File: src/rtl/actuator_interlock_if.sv
// actuator_interlock_if
// Request/drive bundle between the wash program processor (master) and the
// actuator interlock (slave).
//
// Signalling: this bundle has no valid/ready handshake. Every req_* line is
// a level that the master holds for as long as the actuator should run. The
// slave samples the requests on each rising clock edge and answers one cycle
// later with registered drive levels. estop is a level. fault_clr is a
// single-cycle pulse. motor_state mirrors the motor FSM encoding and is for
// observation only (0 idle, 1 forward, 2 reverse, 3 brake).
interface actuator_interlock_if;
    logic       req_fill;
    logic       req_release;
    logic       req_fwd;
    logic       req_rev;
    logic       estop;
    logic       fault_clr;

    logic       valve_fill;
    logic       valve_release;
    logic       motor_fwd;
    logic       motor_rev;
    logic       door_lock;
    logic       motor_busy;
    logic       fault;
    logic [1:0] motor_state;

    modport master (
        output req_fill,
        output req_release,
        output req_fwd,
        output req_rev,
        output estop,
        output fault_clr,
        input  valve_fill,
        input  valve_release,
        input  motor_fwd,
        input  motor_rev,
        input  door_lock,
        input  motor_busy,
        input  fault,
        input  motor_state
    );

    modport slave (
        input  req_fill,
        input  req_release,
        input  req_fwd,
        input  req_rev,
        input  estop,
        input  fault_clr,
        output valve_fill,
        output valve_release,
        output motor_fwd,
        output motor_rev,
        output door_lock,
        output motor_busy,
        output fault,
        output motor_state
    );
endinterface

File: src/rtl/actuator_interlock.sv
// actuator_interlock
// Safety sequencer between the wash program processor's actuator strobes and
// the physical drivers. It forces a motor dead time on every stop or
// direction change, lets the drain valve win over the fill valve, holds the
// door lock for a while after everything goes idle, and latches a sticky
// fault on emergency stop.
//
// Optional feature: define MOTOR_TIMEOUT_EN to add a continuous-run limit
// (MAX_RUN_CYCLES) on each motor direction; expiry raises the sticky fault.
// Without the macro the motor may run indefinitely and only estop faults.
//
// All outputs are registered; requests sampled on an edge show up on the
// drives right after that edge.
module actuator_interlock #(
    parameter int CNT_WIDTH      = 16,
    parameter int DEAD_CYCLES    = 16,
    parameter int UNLOCK_CYCLES  = 64,
    parameter int MAX_RUN_CYCLES = 4096
) (
    input  logic                 clk,
    input  logic                 rst,
    actuator_interlock_if.slave  bus
);

    typedef enum logic [1:0] {
        M_IDLE  = 2'd0,
        M_FWD   = 2'd1,
        M_REV   = 2'd2,
        M_BRAKE = 2'd3
    } motor_state_t;

    // Dead counter is loaded with DEAD_CYCLES-1 because the brake cycle that
    // sees the counter at zero is itself still a motor-off cycle.
    localparam logic [CNT_WIDTH-1:0] DEAD_LOAD   = CNT_WIDTH'(DEAD_CYCLES - 1);
    localparam logic [CNT_WIDTH-1:0] UNLOCK_LOAD = CNT_WIDTH'(UNLOCK_CYCLES);
    localparam logic [CNT_WIDTH-1:0] CNT_ONE     = CNT_WIDTH'(1);

    motor_state_t         state;
    logic [CNT_WIDTH-1:0] dead_cnt;
    logic [CNT_WIDTH-1:0] unlock_cnt;

    logic valve_fill_q;
    logic valve_release_q;
    logic motor_fwd_q;
    logic motor_rev_q;
    logic motor_busy_q;
    logic door_lock_q;
    logic fault_q;

    logic want_fwd;
    logic want_rev;
    logic running;
    logic timeout;
    logic fault_set;
    logic fault_next;
    logic inhibit;
    logic start_fwd;
    logic start_rev;
    logic valve_fill_next;
    logic valve_release_next;
    logic lock_active;

    // Both direction requests at once are treated as no request at all.
    assign want_fwd = bus.req_fwd & ~bus.req_rev;
    assign want_rev = bus.req_rev & ~bus.req_fwd;
    assign running  = (state == M_FWD) || (state == M_REV);

`ifdef MOTOR_TIMEOUT_EN
    localparam logic [CNT_WIDTH-1:0] RUN_LAST = CNT_WIDTH'(MAX_RUN_CYCLES - 1);

    logic [CNT_WIDTH-1:0] run_cnt;

    // Trips on the last allowed run cycle so the fault and the brake land on
    // the following edge.
    assign timeout = running && (run_cnt == RUN_LAST);

    // Continuous-run counter: counts while driving, clears whenever not.
    always_ff @(posedge clk) begin
        if (rst) begin
            run_cnt <= '0;
        end else if (running) begin
            if (run_cnt != '1) begin
                run_cnt <= run_cnt + 1'b1;
            end
        end else begin
            run_cnt <= '0;
        end
    end
`else
    // The run limit has no effect in this build.
    logic unused_run_limit;
    assign unused_run_limit = (MAX_RUN_CYCLES > 0);
    assign timeout          = 1'b0;
`endif

    // A fault being raised this edge already blocks valves and motor, so the
    // drives drop on the same edge that fault goes high.
    assign fault_set = bus.estop | timeout;
    assign inhibit   = fault_q | fault_set;

    // Clearing needs estop low (implied by !fault_set) and a parked motor;
    // fault_clr during braking or while estop is held is simply ignored.
    assign fault_next = fault_set | (fault_q & ~(bus.fault_clr & (state == M_IDLE)));

    assign start_fwd = want_fwd & ~inhibit;
    assign start_rev = want_rev & ~inhibit;

    // Drain has priority over fill; a fault closes both valves.
    assign valve_release_next = bus.req_release & ~inhibit;
    assign valve_fill_next    = bus.req_fill & ~bus.req_release & ~inhibit;

    // The door stays locked while anything moves or a fault is pending.
    assign lock_active = (state != M_IDLE) | valve_fill_next | valve_release_next | fault_next;

    // Motor FSM: dead time on every stop/reversal, brake exits only to idle
    // while a fault is pending.
    always_ff @(posedge clk) begin
        if (rst) begin
            state        <= M_IDLE;
            dead_cnt     <= '0;
            motor_fwd_q  <= 1'b0;
            motor_rev_q  <= 1'b0;
            motor_busy_q <= 1'b0;
        end else begin
            case (state)
                M_IDLE: begin
                    if (start_fwd) begin
                        state        <= M_FWD;
                        motor_fwd_q  <= 1'b1;
                        motor_busy_q <= 1'b1;
                    end else if (start_rev) begin
                        state        <= M_REV;
                        motor_rev_q  <= 1'b1;
                        motor_busy_q <= 1'b1;
                    end
                end
                M_FWD: begin
                    if (inhibit || !want_fwd) begin
                        state       <= M_BRAKE;
                        dead_cnt    <= DEAD_LOAD;
                        motor_fwd_q <= 1'b0;
                    end
                end
                M_REV: begin
                    if (inhibit || !want_rev) begin
                        state       <= M_BRAKE;
                        dead_cnt    <= DEAD_LOAD;
                        motor_rev_q <= 1'b0;
                    end
                end
                M_BRAKE: begin
                    if (dead_cnt != '0) begin
                        dead_cnt <= dead_cnt - 1'b1;
                    end else if (start_fwd) begin
                        state       <= M_FWD;
                        motor_fwd_q <= 1'b1;
                    end else if (start_rev) begin
                        state       <= M_REV;
                        motor_rev_q <= 1'b1;
                    end else begin
                        state        <= M_IDLE;
                        motor_busy_q <= 1'b0;
                    end
                end
                default: begin
                    state        <= M_IDLE;
                    dead_cnt     <= '0;
                    motor_fwd_q  <= 1'b0;
                    motor_rev_q  <= 1'b0;
                    motor_busy_q <= 1'b0;
                end
            endcase
        end
    end

    // Valve drives and the sticky fault flag.
    always_ff @(posedge clk) begin
        if (rst) begin
            valve_fill_q    <= 1'b0;
            valve_release_q <= 1'b0;
            fault_q         <= 1'b0;
        end else begin
            valve_fill_q    <= valve_fill_next;
            valve_release_q <= valve_release_next;
            fault_q         <= fault_next;
        end
    end

    // Door lock: reload the hold while active, then count down so the lock
    // drops exactly UNLOCK_CYCLES edges after the last active edge.
    always_ff @(posedge clk) begin
        if (rst) begin
            door_lock_q <= 1'b0;
            unlock_cnt  <= '0;
        end else if (lock_active) begin
            door_lock_q <= 1'b1;
            unlock_cnt  <= UNLOCK_LOAD;
        end else begin
            door_lock_q <= (unlock_cnt > CNT_ONE);
            if (unlock_cnt != '0) begin
                unlock_cnt <= unlock_cnt - 1'b1;
            end
        end
    end

    assign bus.valve_fill    = valve_fill_q;
    assign bus.valve_release = valve_release_q;
    assign bus.motor_fwd     = motor_fwd_q;
    assign bus.motor_rev     = motor_rev_q;
    assign bus.door_lock     = door_lock_q;
    assign bus.motor_busy    = motor_busy_q;
    assign bus.fault         = fault_q;
    assign bus.motor_state   = state;

endmodule

File: src/flat_wrapper.sv
// flat-port wrapper written by rule: the top's interface ports become plain ports
module actuator_interlock_flat 
#(
    parameter int CNT_WIDTH      = 16,
    parameter int DEAD_CYCLES    = 16,
    parameter int UNLOCK_CYCLES  = 64,
    parameter int MAX_RUN_CYCLES = 4096
)
  (clk, rst, bus_req_fill, bus_req_release, bus_req_fwd, bus_req_rev, bus_estop, bus_fault_clr, bus_valve_fill, bus_valve_release, bus_motor_fwd, bus_motor_rev, bus_door_lock, bus_motor_busy, bus_fault, bus_motor_state);
  actuator_interlock_if bus_i ();
  input  logic clk;
  input  logic rst;
  input wire logic [$bits(bus_i.req_fill)-1:0] bus_req_fill;
  input wire logic [$bits(bus_i.req_release)-1:0] bus_req_release;
  input wire logic [$bits(bus_i.req_fwd)-1:0] bus_req_fwd;
  input wire logic [$bits(bus_i.req_rev)-1:0] bus_req_rev;
  input wire logic [$bits(bus_i.estop)-1:0] bus_estop;
  input wire logic [$bits(bus_i.fault_clr)-1:0] bus_fault_clr;
  output wire logic [$bits(bus_i.valve_fill)-1:0] bus_valve_fill;
  output wire logic [$bits(bus_i.valve_release)-1:0] bus_valve_release;
  output wire logic [$bits(bus_i.motor_fwd)-1:0] bus_motor_fwd;
  output wire logic [$bits(bus_i.motor_rev)-1:0] bus_motor_rev;
  output wire logic [$bits(bus_i.door_lock)-1:0] bus_door_lock;
  output wire logic [$bits(bus_i.motor_busy)-1:0] bus_motor_busy;
  output wire logic [$bits(bus_i.fault)-1:0] bus_fault;
  output wire logic [$bits(bus_i.motor_state)-1:0] bus_motor_state;
  assign bus_i.req_fill = bus_req_fill;
  assign bus_i.req_release = bus_req_release;
  assign bus_i.req_fwd = bus_req_fwd;
  assign bus_i.req_rev = bus_req_rev;
  assign bus_i.estop = bus_estop;
  assign bus_i.fault_clr = bus_fault_clr;
  assign bus_valve_fill = bus_i.valve_fill;
  assign bus_valve_release = bus_i.valve_release;
  assign bus_motor_fwd = bus_i.motor_fwd;
  assign bus_motor_rev = bus_i.motor_rev;
  assign bus_door_lock = bus_i.door_lock;
  assign bus_motor_busy = bus_i.motor_busy;
  assign bus_fault = bus_i.fault;
  assign bus_motor_state = bus_i.motor_state;
  actuator_interlock #(.CNT_WIDTH(CNT_WIDTH), .DEAD_CYCLES(DEAD_CYCLES), .UNLOCK_CYCLES(UNLOCK_CYCLES), .MAX_RUN_CYCLES(MAX_RUN_CYCLES)) u_core (.clk(clk), .rst(rst), .bus(bus_i));
endmodule
File: config.mk
export PLATFORM = sky130hd
export DESIGN_NAME = actuator_interlock_flat
export DESIGN_NICKNAME = d
export VERILOG_FILES = /design/src/rtl/actuator_interlock_if.sv /design/src/rtl/actuator_interlock.sv /design/src/flat_wrapper.sv
export SDC_FILE = /design/constraint.sdc
export NUM_CORES = 1
export LEC_CHECK = 0
export ABC_AREA = 1
export ABC_CLOCK_PERIOD_IN_PS = 1650
export CORE_MARGIN = 2
export CORE_UTILIZATION = 41
export DETAILED_ROUTE_END_ITERATION = 8
export GPL_TIMING_DRIVEN = 1
export PLACE_DENSITY = 0.57
export REMOVE_ABC_BUFFERS = 1
export SLEW_MARGIN = 10
export SYNTH_ARGS = -nofsm -noshare
export SYNTH_HDL_FRONTEND = slang
export SYNTH_SLANG_ARGS = --single-unit
File: constraint.sdc
create_clock -name clk -period 1.65 [get_ports clk]
set_clock_uncertainty 0.05 [all_clocks]
set_input_delay 0.495 -clock clk [delete_from_list [all_inputs] [get_ports clk]]
set_output_delay 0.495 -clock clk [all_outputs]
set_load 0.01 [all_outputs]
==> results of run 1 <==
[area by class of cell]
type,count,area (µm²)
tap,75,93.84
clock buffer,5,68.82
clock inverter,3,25.02
timing repair buffer,54,461.7
multi-input combinational,303,1610
fill,608,2660
inverter,35,141.4
sequential,41,824.5
[metrics by stage]
| stage | instance area [µm²] | power [mW] | util [%] | std cells |
|---|---|---|---|---|
| after detailed placement | 2969 | 4.596 | 50.45 | 505 |
| final | 3226 | 5.596 | 54.80 | 516 |
| after CTS | 3087 | 5.367 | 52.44 | 515 |
| after floorplan | 2432 | 3.520 | - | 378 |
| after global placement | 2969 | 4.562 | 50.45 | 505 |
| after global routing | 3226 | 6.189 | 54.80 | 516 |
[critical path, cell delays in order, from the launching register on]
cell and delay, ns:
sky130_fd_sc_hd__dfxtp_2 0.34, sky130_fd_sc_hd__buf_4 0.14, sky130_fd_sc_hd__dlygate4sd2_1 0.28
[cells in the final DEF, fill, tap and decap left out, types with 4 or more instances in the layout]
cell type / synthesis / layout
sky130_fd_sc_hd__dlygate4sd2_1: 0 / 11
sky130_fd_sc_hd__ha_2: 0 / 4
sky130_fd_sc_hd__xnor2_1: 9 / 9
sky130_fd_sc_hd__a21oi_1: 17 / 16
sky130_fd_sc_hd__nor2_1: 92 / 85
sky130_fd_sc_hd__buf_6: 0 / 4
sky130_fd_sc_hd__nand2_1: 103 / 94
sky130_fd_sc_hd__ha_1: 10 / 5
sky130_fd_sc_hd__dfxtp_1: 41 / 38
sky130_fd_sc_hd__nand2_2: 1 / 10
sky130_fd_sc_hd__nor2_4: 3 / 7
sky130_fd_sc_hd__nor2_2: 1 / 4
sky130_fd_sc_hd__nand3_1: 26 / 25
sky130_fd_sc_hd__clkbuf_8: 0 / 5
sky130_fd_sc_hd__nor3_1: 11 / 9
sky130_fd_sc_hd__buf_4: 0 / 32
sky130_fd_sc_hd__inv_1: 34 / 31
sky130_fd_sc_hd__a21oi_2: 7 / 8
[power by group through the flow]
stage	clock network, mW	registers (mW)	logic (mW)
floorplan	0	1.34	2.18
global placement	0	1.33	3.24
detailed placement	0	1.33	3.27
CTS	0.730	1.31	3.33
global route	0.764	1.35	4.07
finish	0.692	1.33	3.58
[Yosys cell counts, types with 2 or more instances]
| master | count | area share [%] |
|---|---|---|
| sky130_fd_sc_hd__o21ai_0 | 2 | 0.41 |
| sky130_fd_sc_hd__nor3_1 | 11 | 2.2 |
| sky130_fd_sc_hd__dfxtp_1 | 41 | 33 |
| sky130_fd_sc_hd__clkbuf_1 | 3 | 0.46 |
| sky130_fd_sc_hd__o21ai_1 | 2 | 0.41 |
| sky130_fd_sc_hd__nand3_1 | 26 | 5.3 |
| sky130_fd_sc_hd__xor2_1 | 2 | 0.71 |
| sky130_fd_sc_hd__o21bai_1 | 3 | 0.91 |
| sky130_fd_sc_hd__or2_2 | 3 | 0.76 |
| sky130_fd_sc_hd__a21oi_2 | 7 | 2.5 |
| sky130_fd_sc_hd__nor2_1 | 92 | 14 |
| sky130_fd_sc_hd__buf_2 | 2 | 0.41 |
| sky130_fd_sc_hd__a21oi_1 | 17 | 3.4 |
| sky130_fd_sc_hd__ha_1 | 10 | 5.1 |
| sky130_fd_sc_hd__inv_1 | 34 | 5.2 |
| sky130_fd_sc_hd__xnor2_1 | 9 | 3.2 |
| sky130_fd_sc_hd__nand2_1 | 103 | 16 |
| sky130_fd_sc_hd__nor2_4 | 3 | 1.4 |
| sky130_fd_sc_hd__nand4_1 | 3 | 0.76 |
[how the worst max path moves through the flow]
| stage | startpoint | endpoint | cells past startpoint |
|---|---|---|---|
| floorplan | u_core.bus.motor_state[0]$_SDFFE_PP0P_ | u_core.unlock_cnt[1]$_SDFFE_PP0P_ | 8 |
| global placement | bus_estop | u_core.dead_cnt[0]$_SDFFE_PP0P_ | 9 |
| detailed placement | bus_estop | u_core.dead_cnt[0]$_SDFFE_PP0P_ | 9 |
| CTS | bus_req_rev | u_core.bus.motor_state[0]$_SDFFE_PP0P_ | 11 |
| global route | u_core.bus.motor_state[0]$_SDFFE_PP0P_ | u_core.dead_cnt[10]$_SDFFE_PP0P_ | 9 |
| finish | u_core.bus.motor_state[0]$_SDFFE_PP0P_ | bus_motor_state[0] | 2 |
[state kept, by name, indices dropped and copies added, names as in the netlist]
| signal | flops |
|---|---|
| u_core.bus.valve_release | 1 |
| u_core.bus.fault | 1 |
| u_core.unlock_cnt | 16 |
| u_core.dead_cnt | 16 |
| u_core.bus.motor_busy | 1 |
| u_core.bus.motor_fwd | 1 |
| u_core.bus.motor_rev | 1 |
| u_core.bus.door_lock | 1 |
| u_core.bus.motor_state | 2 |
| u_core.bus.valve_fill | 1 |
[kinds of logic after synthesis]
family,count (synthesis),synth area share [%]
flops,41,33.25
buf+inv,41,6.791
simple gates,247,42.47
fa+ha+maj,10,5.068
compound gates,34,8.515
xor+xnor,11,3.903
[per-layer routing]
layer / track usage [%] / wire (µm)
met4: 6.167 / 144
met5: 0 / 0
met1: 23.74 / 2789
met2: 31.39 / 2739
met3: 4.286 / 246
[what timing repair did]
| item | 4_1_cts | 5_1_grt |
|---|---|---|
| pin swaps | 5 | 17 |
| gates resized for setup | 20 | 41 |
| gates cloned | 1 | 1 |
| endpoints found under the hold margin | 0 | 0 |
| setup buffers | 1 | 0 |
| endpoints found under the setup margin | 31 | 32 |
==> impl_metrics.csv, run 1 <==
group,metric,value,unit
detailed_routing,totalWireLength,5919,µm
detailed_routing,drt_iter0_drc,75,
yosys,syn-instance-count,384,
yosys,ys_dominant_reg_cell,"sky130_fd_sc_hd__dfxtp_1",
clock_network,numCtsBuffers,5,
floorplan,chip_width,81.60,µm
timing,highest_achievable_clock_rate,0.6257,GHz
final_layout,layout-area-overhead-vs-synth,30.66,%
power,power_frac_clock,12.4,%
floorplan,placementRows,28,
yosys,yosys_warnings,0,
critical_path,critical_path.endpoint_type,"primary output",
power,ir_drop,0.7631,mV
critical_path,timing.critical_path.required,1.10,ns
clock_network,clkSinkCount,41,
critical_path,startpoint_type,"flip-flop",
min_path,hold-path-cell-count,2,
critical_path,crit_type,"reg2out",
detailed_routing,detail_route.vias_per_cell,4.903,
global_route,grt_pass1_vias,2321,
timing,max_slew.worst_pin.slew,0.4032,ns
min_path,worstHoldPathType,"reg2reg",
outcome,status,"completed",
clock_network,root_buffer,"sky130_fd_sc_hd__clkbuf_8",
critical_path,cp.arrival,1.05,ns
timing,fin_ws,0.05189,ns
detailed_routing,route.antenna.remaining_nets,0,
power,cellLeakagePower,1.539,nW
yosys,synth_cell_types,30,
global_route,antenna_violations_before_repair,0,
detailed_routing,via_count,2530,
power,p_per_area,1735,nW/µm²
critical_path,r2r.worst_path.cells,9,
timing,rsz0062_at_grt,"true",
floorplan,dieHeight,81.60,µm
clock_network,path_clk_slew,0.08,ns
detailed_routing,first_pass_iters,4,
final_layout,final_layout_size_suffix_gt1_share,22.45,%
min_path,holdPathEnd,"u_core.bus.motor_busy$_SDFFE_PP0P_",
timing,drv_slew,0,
global_route,gr-total-overflow,0,
power,comb_power_share,63.9,%
timing,relSlewSlack,72.91,%
clock_network,cts_htree_levels,2,
power,power.internal,2.950,mW
timing,fin_tns_setup,0,ns
place,port_buffer_cells,16,
critical_path,critical_path.max_fanout,4,
detailed_routing,drt_drc_violations_left,0,
yosys,async_flop_share,0,%
power,netSwitchingPower,2.646,mW
power,proportion_of_power_drawn_by_flip_flops_and_latches,23.7,%
global_route,grt_pass1_wl,9867,µm
timing,worst_hold_slack,0.4079,ns
floorplan,initial_utilization,41.94,%
clock_network,clock_latency_of_the_later_clocked_register_in_the_worst_skew_pair,0.30,ns
yosys,synth_area,2469,µm²
floorplan,floorplan.die_area,6658,µm²
final_layout,antenna-diode-count,0,
critical_path,crit-reg2reg-capture,"u_core.dead_cnt[7]$_SDFFE_PP0P_",
timing,fin_crit,1.598,ns
min_path,timing.hold.worst.start,"u_core.bus.motor_busy$_SDFFE_PP0P_",
yosys,synth_edf_count,0,
place,post-place-ws,-0.4063,ns
floorplan,pin_count,17,
place,gpl.final_weighted_congestion,0.9073,
clock_network,cts_hold_repair.buffers,0,
timing,setup_violations,0,
yosys,flip_flop_and_latch_count_after_synthesis,41,
global_route,grt_start_max_net_pins,21,
critical_path,timing.rr.start,"u_core.bus.motor_state[0]$_SDFFE_PP0P_",
global_route,grt_use_total,18.72,%
floorplan,fp.coreArea,5886,µm²
timing,post-route-period-util,96.86,%
critical_path,r2r_setup_slack,0.06,ns
power,p_sw_share,47.28,%
run,maxCapViolations,0,
clock_network,max_buffers_root_to_sink,2,
timing,final-hold-violation-count,0,
yosys,average_footprint_of_a_synthesized_cell,6.429,µm²
detailed_routing,post_drt_wl_per_cell,11.47,µm
final_layout,finalNetCount,458,
place,post-dp-hpwl,4359,µm
clock_network,tritoncts,"built",
yosys,seq_area_frac_synth,33.25,%
No activity file was read; power rests on OpenSTA's default activity.
==> inputs of run 2 (changes only) <==
--- a/config.mk
+++ b/config.mk
@@ -11,7 +11,6 @@
 export CORE_UTILIZATION = 41
 export DETAILED_ROUTE_END_ITERATION = 8
 export GPL_TIMING_DRIVEN = 1
-export PLACE_DENSITY = 0.57
 export REMOVE_ABC_BUFFERS = 1
 export SLEW_MARGIN = 10
 export SYNTH_ARGS = -nofsm -noshare
==> run 2 against run 1 <==
Against the previous run:
- wire length increased by 2.9%
- setup slack improved by 0.013 ns
- total power increased by 0.62%
- core utilization increased by 0.91 points
- combinational power increased by 1%
- final cell count increased by 0.58%
- hold slack improved by 0.0059 ns
- first-iteration DRC count increased by 91%
- register-to-register slack about the same
==> impl_metrics.csv, run 2 (synthesis gave the netlist of run 1 again) <==
group,metric,value,unit
final_layout,finalNonFillerCells,519,
timing,fin_tns_setup,0,ns
place,post-dp-hpwl,4337,µm
final_layout,finalNetCount,461,
global_route,grt_start_max_net_pins,16,
clock_network,root_buffer,"sky130_fd_sc_hd__clkbuf_8",
final_layout,filler_cell_count,596,
timing,max_slew.worst_pin.slew,0.3142,ns
critical_path,critical_path.max_fanout,6,
floorplan,chip_width,81.60,µm
critical_path,cp.arrival,1.72,ns
floorplan,fp.coreArea,5886,µm²
place,dp_cells,505,
final_layout,final_cell_area,3279,µm²
timing,post-route-period-util,96.07,%
critical_path,crit_type,"reg2reg",
critical_path,count_of_buffer_and_inverter_cells_on_the_critical_path,2,
final_layout,most-common-layout-cells,"sky130_fd_sc_hd__nand2_1, sky130_fd_sc_hd__nor2_1, sky130_fd_sc_hd__dfxtp_1, sky130_fd_sc_hd__buf_4, sky130_fd_sc_hd__inv_1",
floorplan,pin_count,17,
place,placedInstanceArea,2982,µm²
clock_network,path_clk_slew,0.09,ns
floorplan,placementRows,28,
critical_path,critical_path.most_common_cell,"sky130_fd_sc_hd__nand2_2",
clock_network,tritoncts,"built",
critical_path,cp_slowest_stage_delay,0.34,ns
place,post-place-ws,-0.4216,ns
power,p_per_area,1717,nW/µm²
detailed_routing,post_drt_wl_per_cell,11.74,µm
place,port_buffer_cells,16,
global_route,grt_pass1_wl,9901,µm
floorplan,floorplan.die_area,6658,µm²
critical_path,r2r_setup_slack,0.06,ns
critical_path,largest_delay_contributor_family_on_the_critical_path,"simple AND/OR/NAND/NOR gates",
critical_path,startpoint_type,"flip-flop",
detailed_routing,route.antenna.remaining_nets,0,
global_route,gr-total-overflow,0,
min_path,worstHoldPathType,"reg2reg",
outcome,status,"completed",
timing,worst_hold_slack,0.4137,ns
final_layout,final_common_cell,"sky130_fd_sc_hd__nand2_1",
detailed_routing,drt_iter0_drc,143,
final_layout,layout-area-overhead-vs-synth,32.84,%
timing,drv_slew,0,
final_layout,antenna-diode-count,0,
timing,fin_crit,1.585,ns
detailed_routing,first_pass_iters,4,
clock_network,clock_latency_of_the_later_clocked_register_in_the_worst_skew_pair,0.30,ns
critical_path,path_cells,"buf_4, ha_4, nand4_1, nand2_2, nor2_4, nand2_4, buf_12, nand2_2, a21oi_2",
floorplan,initial_utilization,41.94,%
clock_network,numCtsBuffers,5,
timing,rsz0062_at_grt,"true",
detailed_routing,totalWireLength,6091,µm
timing,setup_violations,0,
detailed_routing,detail_route.vias_per_cell,4.898,
timing,fin_ws,0.06482,ns
global_route,grt_pass1_vias,2280,
critical_path,critical_path.endpoint_type,"flip-flop",
clock_network,max_buffers_root_to_sink,2,
timing,final-hold-violation-count,0,
power,ir_drop,0.7592,mV
global_route,grt_use_total,18.91,%
floorplan,dieHeight,81.60,µm
place,gpl.final_weighted_congestion,0.8434,
detailed_routing,drt_drc_violations_left,0,
detailed_routing,via_count,2542,
clock_network,clkSinkCount,41,
run,maxCapViolations,0,
timing,relSlewSlack,79.05,%
power,cellLeakagePower,1.578,nW
global_route,antenna_violations_before_repair,0,
final_layout,final_layout_size_suffix_gt1_share,23.65,%
timing,highest_achievable_clock_rate,0.6308,GHz
clock_network,cts_htree_levels,2,
critical_path,timing.critical_path.required,1.79,ns
critical_path,timing.critical_path.slowest_stage_cell,"sky130_fd_sc_hd__dfxtp_2",
-- run 2: changes by cell type in the layout (fill, tap and decap cells not counted), moves of 3 or more --
| cell | change |
|---|---|
| sky130_fd_sc_hd__buf_4 | +5 |
| sky130_fd_sc_hd__buf_6 | -3 |
| sky130_fd_sc_hd__ha_2 | -3 |
| sky130_fd_sc_hd__inv_2 | +3 |
| sky130_fd_sc_hd__nor2_2 | +4 |
-- run 2: metal layers --
layer / global-route usage (%) / wire, µm / up-vias
met5: 0 / 0 / -
met4: 5.167 / 50 / 0
met3: 3.956 / 208 / 6
met2: 31.80 / 2872 / 49
met1: 24.53 / 2961 / 1156
li1: - / - / 1331
-- run 2: metrics by stage --
step | total power [mW] | util (%)
floorplan | 3.520 | -
global placement | 4.566 | 50.66
detailed placement | 4.594 | 50.66
CTS | 5.347 | 53.04
global route | 6.189 | 55.72
finish | 5.630 | 55.72
-- run 2: worst min-delay path, stage by stage (launching register included) --
cell and delay (ns):
sky130_fd_sc_hd__dfxtp_1 0.32, sky130_fd_sc_hd__nand2_1 0.06, sky130_fd_sc_hd__a21oi_1 0.05
-- run 2: cell type report --
class                   count  area, µm²  share of cell area [%]
multi-input cells         303       1629                   49.68
inverters                  35      136.4                   4.159
repair buffers             57      505.5                   15.41
clock inverters             3      21.27                  0.6486
flip-flops and latches     41      824.5                   25.14
well taps                  75      93.84                   2.861
clock buffers               5      68.82                   2.098
-- run 2: repair_timing --
item | 4_1_cts | 5_1_grt
pin swaps | 5 | 14
resized for setup | 21 | 38
buffers inserted | 4 | 0
gates cloned | 1 | 1
endpoints found under the setup margin | 28 | 28
hold buffers | 0 | 0
-- run 2: final timing paths --
path	startpoint	end	cells after the start
setup / recovery	u_core.bus.motor_state[0]$_SDFFE_PP0P_	u_core.dead_cnt[7]$_SDFFE_PP0P_	9
hold / removal	u_core.bus.motor_busy$_SDFFE_PP0P_	u_core.bus.motor_busy$_SDFFE_PP0P_	2
setup reg to reg	u_core.bus.motor_state[0]$_SDFFE_PP0P_	u_core.dead_cnt[7]$_SDFFE_PP0P_	9
hold reg to reg	u_core.bus.motor_busy$_SDFFE_PP0P_	u_core.bus.motor_busy$_SDFFE_PP0P_	2
-- run 2: power breakdown --
group	internal, mW	leakage (nW)	switching [mW]
sequential	1.17	0.335	0.150
combinational	1.49	1.20	2.14
clock	0.300	0.0445	0.383
==> inputs of run 3 (changes only) <==
--- a/config.mk
+++ b/config.mk
@@ -6,7 +6,7 @@
 export NUM_CORES = 1
 export LEC_CHECK = 0
 export ABC_AREA = 1
-export ABC_CLOCK_PERIOD_IN_PS = 1650
+export ABC_CLOCK_PERIOD_IN_PS = 1600
 export CORE_MARGIN = 2
 export CORE_UTILIZATION = 41
 export DETAILED_ROUTE_END_ITERATION = 8
==> constraint.sdc (replaced) <==
create_clock -name clk -period 1.6 [get_ports clk]
set_clock_uncertainty 0.05 [all_clocks]
set_input_delay 0.48 -clock clk [delete_from_list [all_inputs] [get_ports clk]]
set_output_delay 0.48 -clock clk [all_outputs]
set_load 0.01 [all_outputs]
==> run 3 against run 2 <==
Against the previous run:
- register-to-register slack worse by 0.03 ns
- wire length up 0.80%
- setup slack got worse by 0.043 ns
- global-route usage is 0.24 points lower
- hold slack lost 0.017 ns
- sequential power is 3% higher
- final area is 3.4% higher
- first-iteration DRC count is 40% lower
- flip-flop and latch count stayed put
- clock power increased by 4.8%
- sequential share of layout area is 0.83 points lower
- critical path type is now reg2out
- critical endpoint is now bus_motor_state[1]
- largest power group unchanged
==> impl_metrics.csv, run 3 (synthesis gave the netlist of run 1 again) <==
group,metric,value,unit
outcome,status,"completed",
power,p_sw_share,46.83,%
timing,post-route-period-util,98.64,%
power,netSwitchingPower,2.886,mW
critical_path,timing.critical_path.slowest_stage_cell,"sky130_fd_sc_hd__dfxtp_2",
global_route,grt_use_total,18.66,%
clock_network,cts_hold_repair.buffers,0,
power,power.internal,3.276,mW
global_route,grt_pass1_wl,9784,µm
detailed_routing,first_pass_iters,4,
critical_path,largest_delay_contributor_family_on_the_critical_path,"buffers and inverters",
power,power_frac_clock,11.6,%
timing,fin_crit,1.578,ns
global_route,grt_start_max_net_pins,21,
place,port_buffer_cells,16,
critical_path,cp_slowest_stage_delay,0.33,ns
final_layout,antenna-diode-count,0,
min_path,worstHoldPathType,"in2reg",
critical_path,startpoint_type,"flip-flop",
global_route,grt_pass1_vias,2267,
clock_network,numCtsBuffers,5,
final_layout,finalNonFillerCells,534,
final_layout,final_common_cell,"sky130_fd_sc_hd__nand2_1",
place,post-dp-hpwl,4292,µm
global_route,antenna_violations_before_repair,0,
timing,drv_slew,0,
final_layout,finalNetCount,476,
critical_path,crit_type,"reg2out",
clock_network,max_buffers_root_to_sink,2,
floorplan,placementRows,28,
floorplan,initial_utilization,41.94,%
critical_path,count_of_buffer_and_inverter_cells_on_the_critical_path,2,
floorplan,fp.coreArea,5886,µm²
floorplan,pin_count,17,
critical_path,timing.critical_path.required,1.07,ns
run,maxCapViolations,0,
place,dp_cells,516,
detailed_routing,post_drt_wl_per_cell,11.50,µm
final_layout,most-common-layout-cells,"sky130_fd_sc_hd__nand2_1, sky130_fd_sc_hd__nor2_1, sky130_fd_sc_hd__buf_4, sky130_fd_sc_hd__dfxtp_1, sky130_fd_sc_hd__inv_1",
power,proportion_of_power_drawn_by_flip_flops_and_latches,22.0,%
final_layout,finish.utilization,57.63,%
timing,max_slew.worst_pin.slew,0.4186,ns
critical_path,path_cells,"buf_4, dlygate4sd2_1",
power,cellLeakagePower,1.623,nW
detailed_routing,route.antenna.remaining_nets,0,
detailed_routing,totalWireLength,6140,µm
clock_network,cts_htree_levels,2,
floorplan,dieHeight,81.60,µm
clock_network,tritoncts,"built",
clock_network,root_buffer,"sky130_fd_sc_hd__clkbuf_8",
clock_network,clkSinkCount,41,
critical_path,critical_path.endpoint_type,"primary output",
detailed_routing,drt_drc_violations_left,0,
power,ir_drop,0.9817,mV
detailed_routing,via_count,2523,
timing,final-hold-violation-count,0,
detailed_routing,drt_iter0_drc,86,
floorplan,chip_width,81.60,µm
power,p_per_area,1816,nW/µm²
timing,relSlewSlack,71.88,%
timing,rsz0062_at_grt,"true",
clock_network,path_clk_slew,0.09,ns
place,gpl.final_weighted_congestion,0.8560,
final_layout,final_layout_size_suffix_gt1_share,27.67,%
timing,highest_achievable_clock_rate,0.6336,GHz
clock_network,clock_latency_of_the_later_clocked_register_in_the_worst_skew_pair,0.30,ns
power,comb_power_share,66.4,%
timing,setup_violations,0,
critical_path,cp.arrival,1.05,ns
critical_path,critical_path.max_fanout,3,
global_route,gr-total-overflow,0,
floorplan,floorplan.die_area,6658,µm²
detailed_routing,detail_route.vias_per_cell,4.725,
final_layout,layout-area-overhead-vs-synth,37.40,%
## run 3: changes by cell type in the layout (fill, tap and decap cells not counted), sizes merged
cell	change
buf	+16
dlymetal6s2s	-1
## run 3: timing repair
action                     4_1_cts  5_1_grt
pin swaps                        8       18
gates cloned                     1        0
setup buffers                    9        1
setup endpoints to repair       35       32
resized for setup               33       42
hold endpoints to repair         0        0
## run 3: routing by layer
metal / vias to the layer above / GRT usage, % / wire, µm / share of wire (%)
met5: - / 0 / 0 / 0
met4: 0 / 6.833 / 86 / 1.4
met3: 7 / 2.967 / 152 / 2.5
met2: 28 / 30.82 / 2810 / 46
met1: 1131 / 24.56 / 3090 / 50
li1: 1357 / - / - / -
## run 3: area by class of cell
type	count	area, µm²
clock buffer	5	68.82
clock inverter	3	21.27
fill	563	2494
inverter	35	133.9
multi-input combinational	303	1663
sequential	41	824.5
tap	75	93.84
timing repair buffer	72	586.8
## run 3: stage by stage
stage	power (mW)	hold WS, ns	area (µm²)	TNS (ns)	setup WS [ns]
after floorplan	3.630	0.4157	2432	-0.5776	-0.07157
after global placement	4.720	0.4001	3039	-12.53	-0.4498
after detailed placement	4.754	0.4059	3039	-13.10	-0.5036
after CTS	5.774	0.4159	3258	0	0.001005
after global routing	6.747	0.4271	3392	-0.6564	-0.06752
final	6.161	0.3970	3392	0	0.02168
## run 3: worst min-delay path, stage by stage
cell and delay, ns:
sky130_fd_sc_hd__clkbuf_2 0.12, sky130_fd_sc_hd__a21oi_2 0.05, sky130_fd_sc_hd__nor2_1 0.07
## run 3: power groups by stage
| stage | logic [mW] | registers [mW] | clock network, mW |
|---|---|---|---|
| after floorplan | 2.25 | 1.38 | 0 |
| after global placement | 3.36 | 1.36 | 0 |
| after detailed placement | 3.40 | 1.36 | 0 |
| after CTS | 3.68 | 1.34 | 0.747 |
| after global routing | 4.60 | 1.38 | 0.776 |
| final | 4.09 | 1.36 | 0.716 |
## run 3: final timing paths
| check | from | endpoint | slack (ns) | cells after the start |
|---|---|---|---|---|
| max | u_core.bus.motor_state[1]$_SDFFE_PP0P_ | bus_motor_state[1] | 0.02 | 2 |
| min | bus_estop | u_core.bus.fault$_SDFF_PP0_ | 0.40 | 3 |
| max reg2reg | u_core.bus.motor_state[1]$_SDFFE_PP0P_ | u_core.unlock_cnt[1]$_SDFFE_PP0P_ | 0.03 | 9 |
| min reg2reg | u_core.bus.motor_busy$_SDFFE_PP0P_ | u_core.bus.motor_busy$_SDFFE_PP0P_ | 0.41 | 2 |
